==> src/rtl/mips_ctrl_pkg.sv <==
// Shared encodings for the multicycle MIPS controller: FSM states, opcode/funct
// fields, ALU operation selects and datapath mux selects.
package mips_ctrl_pkg;

  typedef enum logic [3:0] {
    S_FETCH   = 4'd0,
    S_DECODE  = 4'd1,
    S_MEMADR  = 4'd2,
    S_MEMRD   = 4'd3,
    S_MEMWB   = 4'd4,
    S_MEMWR   = 4'd5,
    S_EXECUTE = 4'd6,
    S_ALUWB   = 4'd7,
    S_BRANCH  = 4'd8,
    S_ADDIEX  = 4'd9,
    S_ADDIWB  = 4'd10,
    S_JUMP    = 4'd11
  } state_e;

  // How the ALU decoder picks its operation: fixed add/sub, or from funct.
  typedef enum logic [1:0] {
    ALUOP_ADD   = 2'b00,
    ALUOP_SUB   = 2'b01,
    ALUOP_FUNCT = 2'b10
  } aluop_e;

  localparam logic [5:0] OP_RTYPE = 6'b000000;
  localparam logic [5:0] OP_LW    = 6'b100011;
  localparam logic [5:0] OP_SW    = 6'b101011;
  localparam logic [5:0] OP_BEQ   = 6'b000100;
  localparam logic [5:0] OP_ADDI  = 6'b001000;
  localparam logic [5:0] OP_J     = 6'b000010;

  localparam logic [5:0] FUNCT_ADD = 6'b100000;
  localparam logic [5:0] FUNCT_SUB = 6'b100010;
  localparam logic [5:0] FUNCT_AND = 6'b100100;
  localparam logic [5:0] FUNCT_OR  = 6'b100101;
  localparam logic [5:0] FUNCT_SLT = 6'b101010;

  localparam logic [2:0] ALUCTL_AND = 3'b000;
  localparam logic [2:0] ALUCTL_OR  = 3'b001;
  localparam logic [2:0] ALUCTL_ADD = 3'b010;
  localparam logic [2:0] ALUCTL_SUB = 3'b110;
  localparam logic [2:0] ALUCTL_SLT = 3'b111;

  localparam logic [1:0] ALUSRCB_REG    = 2'b00;
  localparam logic [1:0] ALUSRCB_FOUR   = 2'b01;
  localparam logic [1:0] ALUSRCB_IMM    = 2'b10;
  localparam logic [1:0] ALUSRCB_IMMSH2 = 2'b11;

  localparam logic [1:0] PCSRC_ALU    = 2'b00;
  localparam logic [1:0] PCSRC_ALUOUT = 2'b01;
  localparam logic [1:0] PCSRC_JUMP   = 2'b10;

endpackage

==> src/rtl/multicycle_control_if.sv <==
// Bundle between the multicycle controller (master) and the datapath/memory
// side (slave): instruction fields and status in, control strobes and selects out.
interface multicycle_control_if;

  // Memory handshake: the controller presents an access (FETCH read, MEMRD read,
  // MEMWR write with memwrite=1) and holds it unchanged every cycle; the access
  // completes in the cycle mem_ready=1 and the controller advances on that edge.
  logic [5:0] op;
  logic [5:0] funct;
  logic       zero;
  logic       mem_ready;

  logic       iord;
  logic       memwrite;
  logic       irwrite;
  logic       regdst;
  logic       memtoreg;
  logic       regwrite;
  logic       alusrca;
  logic [1:0] alusrcb;
  logic [1:0] pcsrc;
  logic [2:0] alucontrol;
  logic       pcen;
  logic       illegal_op;
  logic [3:0] state;

  modport master (
    input  op, funct, zero, mem_ready,
    output iord, memwrite, irwrite, regdst, memtoreg, regwrite, alusrca,
           alusrcb, pcsrc, alucontrol, pcen, illegal_op, state
  );

  modport slave (
    output op, funct, zero, mem_ready,
    input  iord, memwrite, irwrite, regdst, memtoreg, regwrite, alusrca,
           alusrcb, pcsrc, alucontrol, pcen, illegal_op, state
  );

endinterface

==> src/rtl/alu_decoder.sv <==
// Maps the controller's ALU operation select plus the R-type funct field to the
// 3-bit ALU control, flagging funct codes the datapath does not implement.
module alu_decoder
  import mips_ctrl_pkg::*;
(
  input  aluop_e     aluop,
  input  logic [5:0] funct,
  output logic [2:0] alucontrol,
  output logic       illegal_funct
);

  always_comb begin
    alucontrol    = ALUCTL_ADD;
    illegal_funct = 1'b0;
    case (aluop)
      ALUOP_ADD: alucontrol = ALUCTL_ADD;
      ALUOP_SUB: alucontrol = ALUCTL_SUB;
      ALUOP_FUNCT: begin
        case (funct)
          FUNCT_ADD: alucontrol = ALUCTL_ADD;
          FUNCT_SUB: alucontrol = ALUCTL_SUB;
          FUNCT_AND: alucontrol = ALUCTL_AND;
          FUNCT_OR:  alucontrol = ALUCTL_OR;
          FUNCT_SLT: alucontrol = ALUCTL_SLT;
          // Unknown funct keeps a harmless add on the ALU while flagged.
          default:   illegal_funct = 1'b1;
        endcase
      end
      default: alucontrol = ALUCTL_ADD;
    endcase
  end

endmodule

==> src/rtl/multicycle_control.sv <==
// Moore-style multicycle MIPS controller (lw, sw, R-type, beq, addi, j) with a
// shared memory that may stall via mem_ready.
module multicycle_control
  import mips_ctrl_pkg::*;
(
  input  logic                 clk,
  input  logic                 reset,
  multicycle_control_if.master bus
);

  state_e     state_q;
  state_e     state_d;

  aluop_e     aluop_c;
  logic [2:0] dec_alucontrol;
  logic       dec_illegal_funct;

  logic       iord_c;
  logic       memwrite_c;
  logic       irwrite_c;
  logic       regdst_c;
  logic       memtoreg_c;
  logic       regwrite_c;
  logic       alusrca_c;
  logic [1:0] alusrcb_c;
  logic [1:0] pcsrc_c;
  logic       alu_en_c;
  logic       pcwrite_c;
  logic       branch_c;
  logic       illegal_c;

  always_ff @(posedge clk or posedge reset) begin
    if (reset) state_q <= S_FETCH;
    else       state_q <= state_d;
  end

  // Kept apart from the main decode so the decoder output feeding the
  // next-state logic does not form a combinational loop through aluop.
  always_comb begin
    aluop_c = ALUOP_ADD;
    if (state_q == S_EXECUTE)     aluop_c = ALUOP_FUNCT;
    else if (state_q == S_BRANCH) aluop_c = ALUOP_SUB;
  end

  alu_decoder u_alu_decoder (
    .aluop         (aluop_c),
    .funct         (bus.funct),
    .alucontrol    (dec_alucontrol),
    .illegal_funct (dec_illegal_funct)
  );

  always_comb begin
    state_d    = state_q;
    iord_c     = 1'b0;
    memwrite_c = 1'b0;
    irwrite_c  = 1'b0;
    regdst_c   = 1'b0;
    memtoreg_c = 1'b0;
    regwrite_c = 1'b0;
    alusrca_c  = 1'b0;
    alusrcb_c  = ALUSRCB_REG;
    pcsrc_c    = PCSRC_ALU;
    alu_en_c   = 1'b0;
    pcwrite_c  = 1'b0;
    branch_c   = 1'b0;
    illegal_c  = 1'b0;
    case (state_q)
      S_FETCH: begin
        alusrcb_c = ALUSRCB_FOUR;
        alu_en_c  = 1'b1;
        irwrite_c = bus.mem_ready;
        pcwrite_c = bus.mem_ready;
        if (bus.mem_ready) state_d = S_DECODE;
      end
      S_DECODE: begin
        alusrcb_c = ALUSRCB_IMMSH2;
        alu_en_c  = 1'b1;
        case (bus.op)
          OP_LW, OP_SW: state_d = S_MEMADR;
          OP_RTYPE:     state_d = S_EXECUTE;
          OP_BEQ:       state_d = S_BRANCH;
          OP_ADDI:      state_d = S_ADDIEX;
          OP_J:         state_d = S_JUMP;
          default: begin
            state_d   = S_FETCH;
            illegal_c = 1'b1;
          end
        endcase
      end
      S_MEMADR: begin
        alusrca_c = 1'b1;
        alusrcb_c = ALUSRCB_IMM;
        alu_en_c  = 1'b1;
        state_d   = (bus.op == OP_SW) ? S_MEMWR : S_MEMRD;
      end
      S_MEMRD: begin
        iord_c = 1'b1;
        if (bus.mem_ready) state_d = S_MEMWB;
      end
      S_MEMWB: begin
        memtoreg_c = 1'b1;
        regwrite_c = 1'b1;
        state_d    = S_FETCH;
      end
      S_MEMWR: begin
        iord_c     = 1'b1;
        memwrite_c = 1'b1;
        if (bus.mem_ready) state_d = S_FETCH;
      end
      S_EXECUTE: begin
        alusrca_c = 1'b1;
        alu_en_c  = 1'b1;
        if (dec_illegal_funct) begin
          illegal_c = 1'b1;
          state_d   = S_FETCH;
        end else begin
          state_d   = S_ALUWB;
        end
      end
      S_ALUWB: begin
        regdst_c   = 1'b1;
        regwrite_c = 1'b1;
        state_d    = S_FETCH;
      end
      S_BRANCH: begin
        alusrca_c = 1'b1;
        alu_en_c  = 1'b1;
        pcsrc_c   = PCSRC_ALUOUT;
        branch_c  = 1'b1;
        state_d   = S_FETCH;
      end
      S_ADDIEX: begin
        alusrca_c = 1'b1;
        alusrcb_c = ALUSRCB_IMM;
        alu_en_c  = 1'b1;
        state_d   = S_ADDIWB;
      end
      S_ADDIWB: begin
        regwrite_c = 1'b1;
        state_d    = S_FETCH;
      end
      S_JUMP: begin
        pcsrc_c   = PCSRC_JUMP;
        pcwrite_c = 1'b1;
        state_d   = S_FETCH;
      end
      default: state_d = S_FETCH;
    endcase
  end

  // Reset masks every strobe combinationally, so an abandoned instruction
  // cannot write anything even before the next clock edge.
  assign bus.iord       = ~reset & iord_c;
  assign bus.memwrite   = ~reset & memwrite_c;
  assign bus.irwrite    = ~reset & irwrite_c;
  assign bus.regdst     = ~reset & regdst_c;
  assign bus.memtoreg   = ~reset & memtoreg_c;
  assign bus.regwrite   = ~reset & regwrite_c;
  assign bus.alusrca    = ~reset & alusrca_c;
  assign bus.alusrcb    = reset ? 2'b00 : alusrcb_c;
  assign bus.pcsrc      = reset ? 2'b00 : pcsrc_c;
  assign bus.alucontrol = (reset || !alu_en_c) ? 3'b000 : dec_alucontrol;
  assign bus.pcen       = ~reset & (pcwrite_c | (branch_c & bus.zero));
  assign bus.illegal_op = ~reset & illegal_c;
  assign bus.state      = state_q;

endmodule

==> src/flat_wrapper.sv <==
// flat-port wrapper written by rule: the top's interface ports become plain ports
module multicycle_control_flat import mips_ctrl_pkg::*;
  (clk, reset, bus_op, bus_funct, bus_zero, bus_mem_ready, bus_iord, bus_memwrite, bus_irwrite, bus_regdst, bus_memtoreg, bus_regwrite, bus_alusrca, bus_alusrcb, bus_pcsrc, bus_alucontrol, bus_pcen, bus_illegal_op, bus_state);
  multicycle_control_if bus_i ();
  input  logic clk;
  input  logic reset;
  input wire logic [$bits(bus_i.op)-1:0] bus_op;
  input wire logic [$bits(bus_i.funct)-1:0] bus_funct;
  input wire logic [$bits(bus_i.zero)-1:0] bus_zero;
  input wire logic [$bits(bus_i.mem_ready)-1:0] bus_mem_ready;
  output wire logic [$bits(bus_i.iord)-1:0] bus_iord;
  output wire logic [$bits(bus_i.memwrite)-1:0] bus_memwrite;
  output wire logic [$bits(bus_i.irwrite)-1:0] bus_irwrite;
  output wire logic [$bits(bus_i.regdst)-1:0] bus_regdst;
  output wire logic [$bits(bus_i.memtoreg)-1:0] bus_memtoreg;
  output wire logic [$bits(bus_i.regwrite)-1:0] bus_regwrite;
  output wire logic [$bits(bus_i.alusrca)-1:0] bus_alusrca;
  output wire logic [$bits(bus_i.alusrcb)-1:0] bus_alusrcb;
  output wire logic [$bits(bus_i.pcsrc)-1:0] bus_pcsrc;
  output wire logic [$bits(bus_i.alucontrol)-1:0] bus_alucontrol;
  output wire logic [$bits(bus_i.pcen)-1:0] bus_pcen;
  output wire logic [$bits(bus_i.illegal_op)-1:0] bus_illegal_op;
  output wire logic [$bits(bus_i.state)-1:0] bus_state;
  assign bus_i.op = bus_op;
  assign bus_i.funct = bus_funct;
  assign bus_i.zero = bus_zero;
  assign bus_i.mem_ready = bus_mem_ready;
  assign bus_iord = bus_i.iord;
  assign bus_memwrite = bus_i.memwrite;
  assign bus_irwrite = bus_i.irwrite;
  assign bus_regdst = bus_i.regdst;
  assign bus_memtoreg = bus_i.memtoreg;
  assign bus_regwrite = bus_i.regwrite;
  assign bus_alusrca = bus_i.alusrca;
  assign bus_alusrcb = bus_i.alusrcb;
  assign bus_pcsrc = bus_i.pcsrc;
  assign bus_alucontrol = bus_i.alucontrol;
  assign bus_pcen = bus_i.pcen;
  assign bus_illegal_op = bus_i.illegal_op;
  assign bus_state = bus_i.state;
  multicycle_control u_core (.clk(clk), .reset(reset), .bus(bus_i));
endmodule
==> config.mk <==
export PLATFORM = sky130hd
export DESIGN_NAME = multicycle_control_flat
export DESIGN_NICKNAME = d
export VERILOG_FILES = /design/src/rtl/mips_ctrl_pkg.sv /design/src/rtl/multicycle_control_if.sv /design/src/rtl/alu_decoder.sv /design/src/rtl/multicycle_control.sv /design/src/flat_wrapper.sv
export SDC_FILE = /design/constraint.sdc
export NUM_CORES = 1
export LEC_CHECK = 0
export CAP_MARGIN = 5
export CORE_AREA = 2 2 45 47
export CTS_CLUSTER_SIZE = 8
export DETAILED_ROUTE_END_ITERATION = 16
export DIE_AREA = 0 0 47 49
export PLACE_DENSITY = 0.77
export SLEW_MARGIN = 20
export SYNTH_ARGS = -nofsm -noshare
export SYNTH_HDL_FRONTEND = slang
export SYNTH_SLANG_ARGS = --single-unit
export TNS_END_PERCENT = 10
==> constraint.sdc <==
create_clock -name clk -period 2 [get_ports clk]
set_clock_uncertainty 0.2 [all_clocks]
set_input_delay 0.3 -clock clk [delete_from_list [all_inputs] [get_ports clk]]
set_output_delay 0.3 -clock clk [all_outputs]
set_load 0.005 [all_outputs]
==> summary.txt <==
Outcome
  • Result of the run: finished, violations left
  • Violations in the final reports: setup timing

Layout
  • # diodes: 0
  • Fraction of final layout cells sized beyond drive strength 1: 0.470
  • Fillers: 138
  • End-of-flow core utilization: 0.790
  • Max FFs per register: 4
  • Combined area of the multi-input logic cells: 647 sq um
  • Commonest non-fill, non-tap cell in the layout: sky130_fd_sc_hd__buf_4
  • Storage element area: 104 sq um
  • Total number of nets in the final design: 186
  • Most used cells in the layout excluding fill and tap cells: sky130_fd_sc_hd__buf_4, sky130_fd_sc_hd__clkdlybuf4s50_1, sky130_fd_sc_hd__dlygate4sd2_1
  • Post-route insts no fill: 195
  • Signed area change from the synthesized netlist to the final layout: 113%

Setup path
  • Critical path endpoint category: output pin
  • Kind of start point of the critical path: flop
  • FF-to-FF setup slack: 0.16 ns
  • Delay of the slowest critical-path stage: 0.43 ns
  • Worst setup path class: reg2out
  • Depth of the worst register-to-register path: 6
  • Critical path fanouts, max: 6
  • Data arrival at the endpoint of the critical path: 1.64 ns
  • Critical Path, Cell by Cell: or3b_4 > a21oi_4 > nor2_2 > nor3_2 > clkbuf_2
  • Data required time of the critical path: 1.50 ns
  • Slowest CP cell: sky130_fd_sc_hd__dfrtp_2

Power
  • Worst-case vdd ir drop: 0.618 mV
  • Static leakage: 0.658 nW
  • Power density normalized to cell area: 850 nW/um^2

Clock tree
  • Total number of clock tree sinks: 4
  • Insertion delay to the later sink of the worst-skew pair: 0.26 ns
  • Clock tree root buffer cell: sky130_fd_sc_hd__clkbuf_4
  • Clock tree buffer depth: 2
  • CTS buffer count: 3
  • Clk slew on worst S/H paths: 0.05 ns
  • H-tree Lvls: 1
  • Clock tree from TritonCTS: built

Detailed routing
  • Total Wirelength: 2940 um
  • Post-detailed-route via-to-cell ratio: 5.47
  • Final antenna-violating net count: 0
  • Via count: 1,066
  • DR pass1 iterations: 4
  • Drt first-iter violations: 31
  • Average routed wire per standard cell: 15.1 um
  • Final routed DRC violation total: 0

STA
  • Final Critical Period: 2.14 ns
  • Maximum clock frequency: 467 MHz
  • Worst setup slack after layout: -0.140 ns
  • Worst slew margin relative to its limit: 0.763
  • Number of setup violations in the final report: 8
  • Slew at the pin closest to its max-slew limit: 0.353 ns
  • Unrepaired setup endpoints after global routing: yes
  • Slew Limit Fails: 0
  • Final count of hold timing violations: 0
  • Setup_tns: -0.665 ns
  • Post-route clock period utilization: 1.07

Synthesis
  • Compound-gate portion of the synthesized area: 0.231
  • Number of distinct library cells after synthesis: 43
  • Sequential area share after synthesis: 0.147
  • Flip-flop and latch count after synthesis: 4
  • Synth Area in Adders: 0.0147
  • Share of async-settable or async-resettable flops after synthesis: 1.00
  • Combinational family with the most area after synthesis: simple AND/OR/NAND/NOR gates
  • Average instance area after synthesis: 7.10 sq um
  • Cells after Synth: 96
  • Synth Cell Area: 682 sq um
  • Xor/xnor share of the synthesized area: 0.0385
  • Simple logic cell fraction of the synthesized area: 0.479
  • Post-synth top flop: sky130_fd_sc_hd__dfrtp_1
  • Synth warnings: 0
  • Post-synthesis mux area share: 0.0147
  • EDFF count, synth: 0
  • Number of nets in the synthesized netlist: 112

Placement
  • Pre-CTS setup slack: -0.567 ns
  • Buffers on Ports: 35
  • Estimated wirelength of the detail-placed design: 1930 um
  • Placed cell count: 189
  • Final Wtd Congestion: 0.874

Floorplan
  • FP Rows: 16
  • Core footprint: 1840 sq um
  • Chip Width: 47 um
  • Initial core utilization: 0.370
  • Die Y-Extent: 49 um
  • Die ar.: 2300 sq um
  • Number of top-level pins: 36

Global routing
  • Wire length of the first global-routing pass: 4420 um
  • Met3 usage in global routing: 0.0333
  • Gr usage total: 0.268
  • Via count of the first global-routing pass: 1,015
  • Global-route congestion overflow total: 0
  • Top Usage Layer GRT: met2
  • Grt met2 use: 0.484
  • Met1 track demand over resource: 0.271
  • Largest net degree at the start of global routing: 16
  • Number of antenna violations at the first check in global routing: 0

Run
  • MaxCap Viol Count: 0

Min path
  • Class of the most critical hold timing path: in2async
-- synthesized netlist by cell type, drive strengths merged, types with 4 or more instances --
library cell | n | area, sq um
nor3b | 4 | 30.0
nand2 | 5 | 18.8
dfrtp | 4 | 100
buf | 5 | 36.3
nor3 | 9 | 50.1
a31oi | 5 | 31.3
nor2 | 11 | 43.8
a21oi | 4 | 23.8
nand2b | 5 | 31.3
-- worst paths after layout --
kind / end / from
max in group asynchronous: u_core.bus.state[1] / reset
setup / recovery: bus_alucontrol[0] / u_core.bus.state[3]
hold / removal: u_core.bus.state[2] / reset
hold reg to reg: u_core.bus.state[3] / u_core.bus.state[2]
setup reg to reg: u_core.bus.state[1] / u_core.bus.state[1]
min in group clk: u_core.bus.state[3] / u_core.bus.state[2]
-- report_power, final --
part	switching (mW)	internal [mW]	total (mW)
logic	0.437	0.546	0.983
clock network	0.0463	0.0680	0.114
registers	0.0317	0.108	0.140
total	0.515	0.723	1.24
-- cell type report --
type	count	share of cell area
clock buffers	3	0.0155
well taps	27	0.0232
inverters	1	0.00258
repair buffers	77	0.443
flip-flops and latches	4	0.0714
multi-input cells	83	0.445
-- stage by stage --
| stage | area (sq um) | hold WS [ns] | total power [mW] |
|---|---|---|---|
| 4_1_cts | 1400 | 0.147 | 1.11 |
| 6_report | 1460 | 0.168 | 1.24 |
| 2_1_floorplan | 682 | 0.0950 | 0.482 |
| 3_3_place_gp | 1310 | 0.484 | 0.895 |
| 5_1_grt | 1460 | 0.184 | 1.33 |
| 3_5_place_dp | 1310 | 0.517 | 0.913 |
-- metal layers --
layer  routed length [um]  vias up
met2                 1580       47
li1                     -      511
met1                 1050      495
met3                  154       13
met4                  156        0
met5                    0        -
-- kinds of logic after synthesis --
group	after synthesis
adders and majority gates	1
muxes	1
buffers and inverters	9
and+or+nand+nor	55
AOI/OAI and AO/OA	23
xor gates and xnor gates	3
DFF	4
-- critical path, delay by kind of cell (launching register included) --
| kind | cells | cell delay (ns) |
|---|---|---|
| and+or+nand+nor | 3 | 0.64 |
| DFF | 1 | 0.43 |
| AOI/OAI and AO/OA | 1 | 0.17 |
| buffers and inverters | 1 | 0.13 |
-- timing repair --
| item | 4_1_cts | 5_1_grt |
|---|---|---|
| pin swaps | 4 | 2 |
| buffers inserted | 1 | 2 |
| hold buffers | 0 | 0 |
| gates resized for setup | 57 | 21 |
| setup endpoints to repair | 16 | 15 |
No activity file was read; power rests on OpenSTA's default activity.
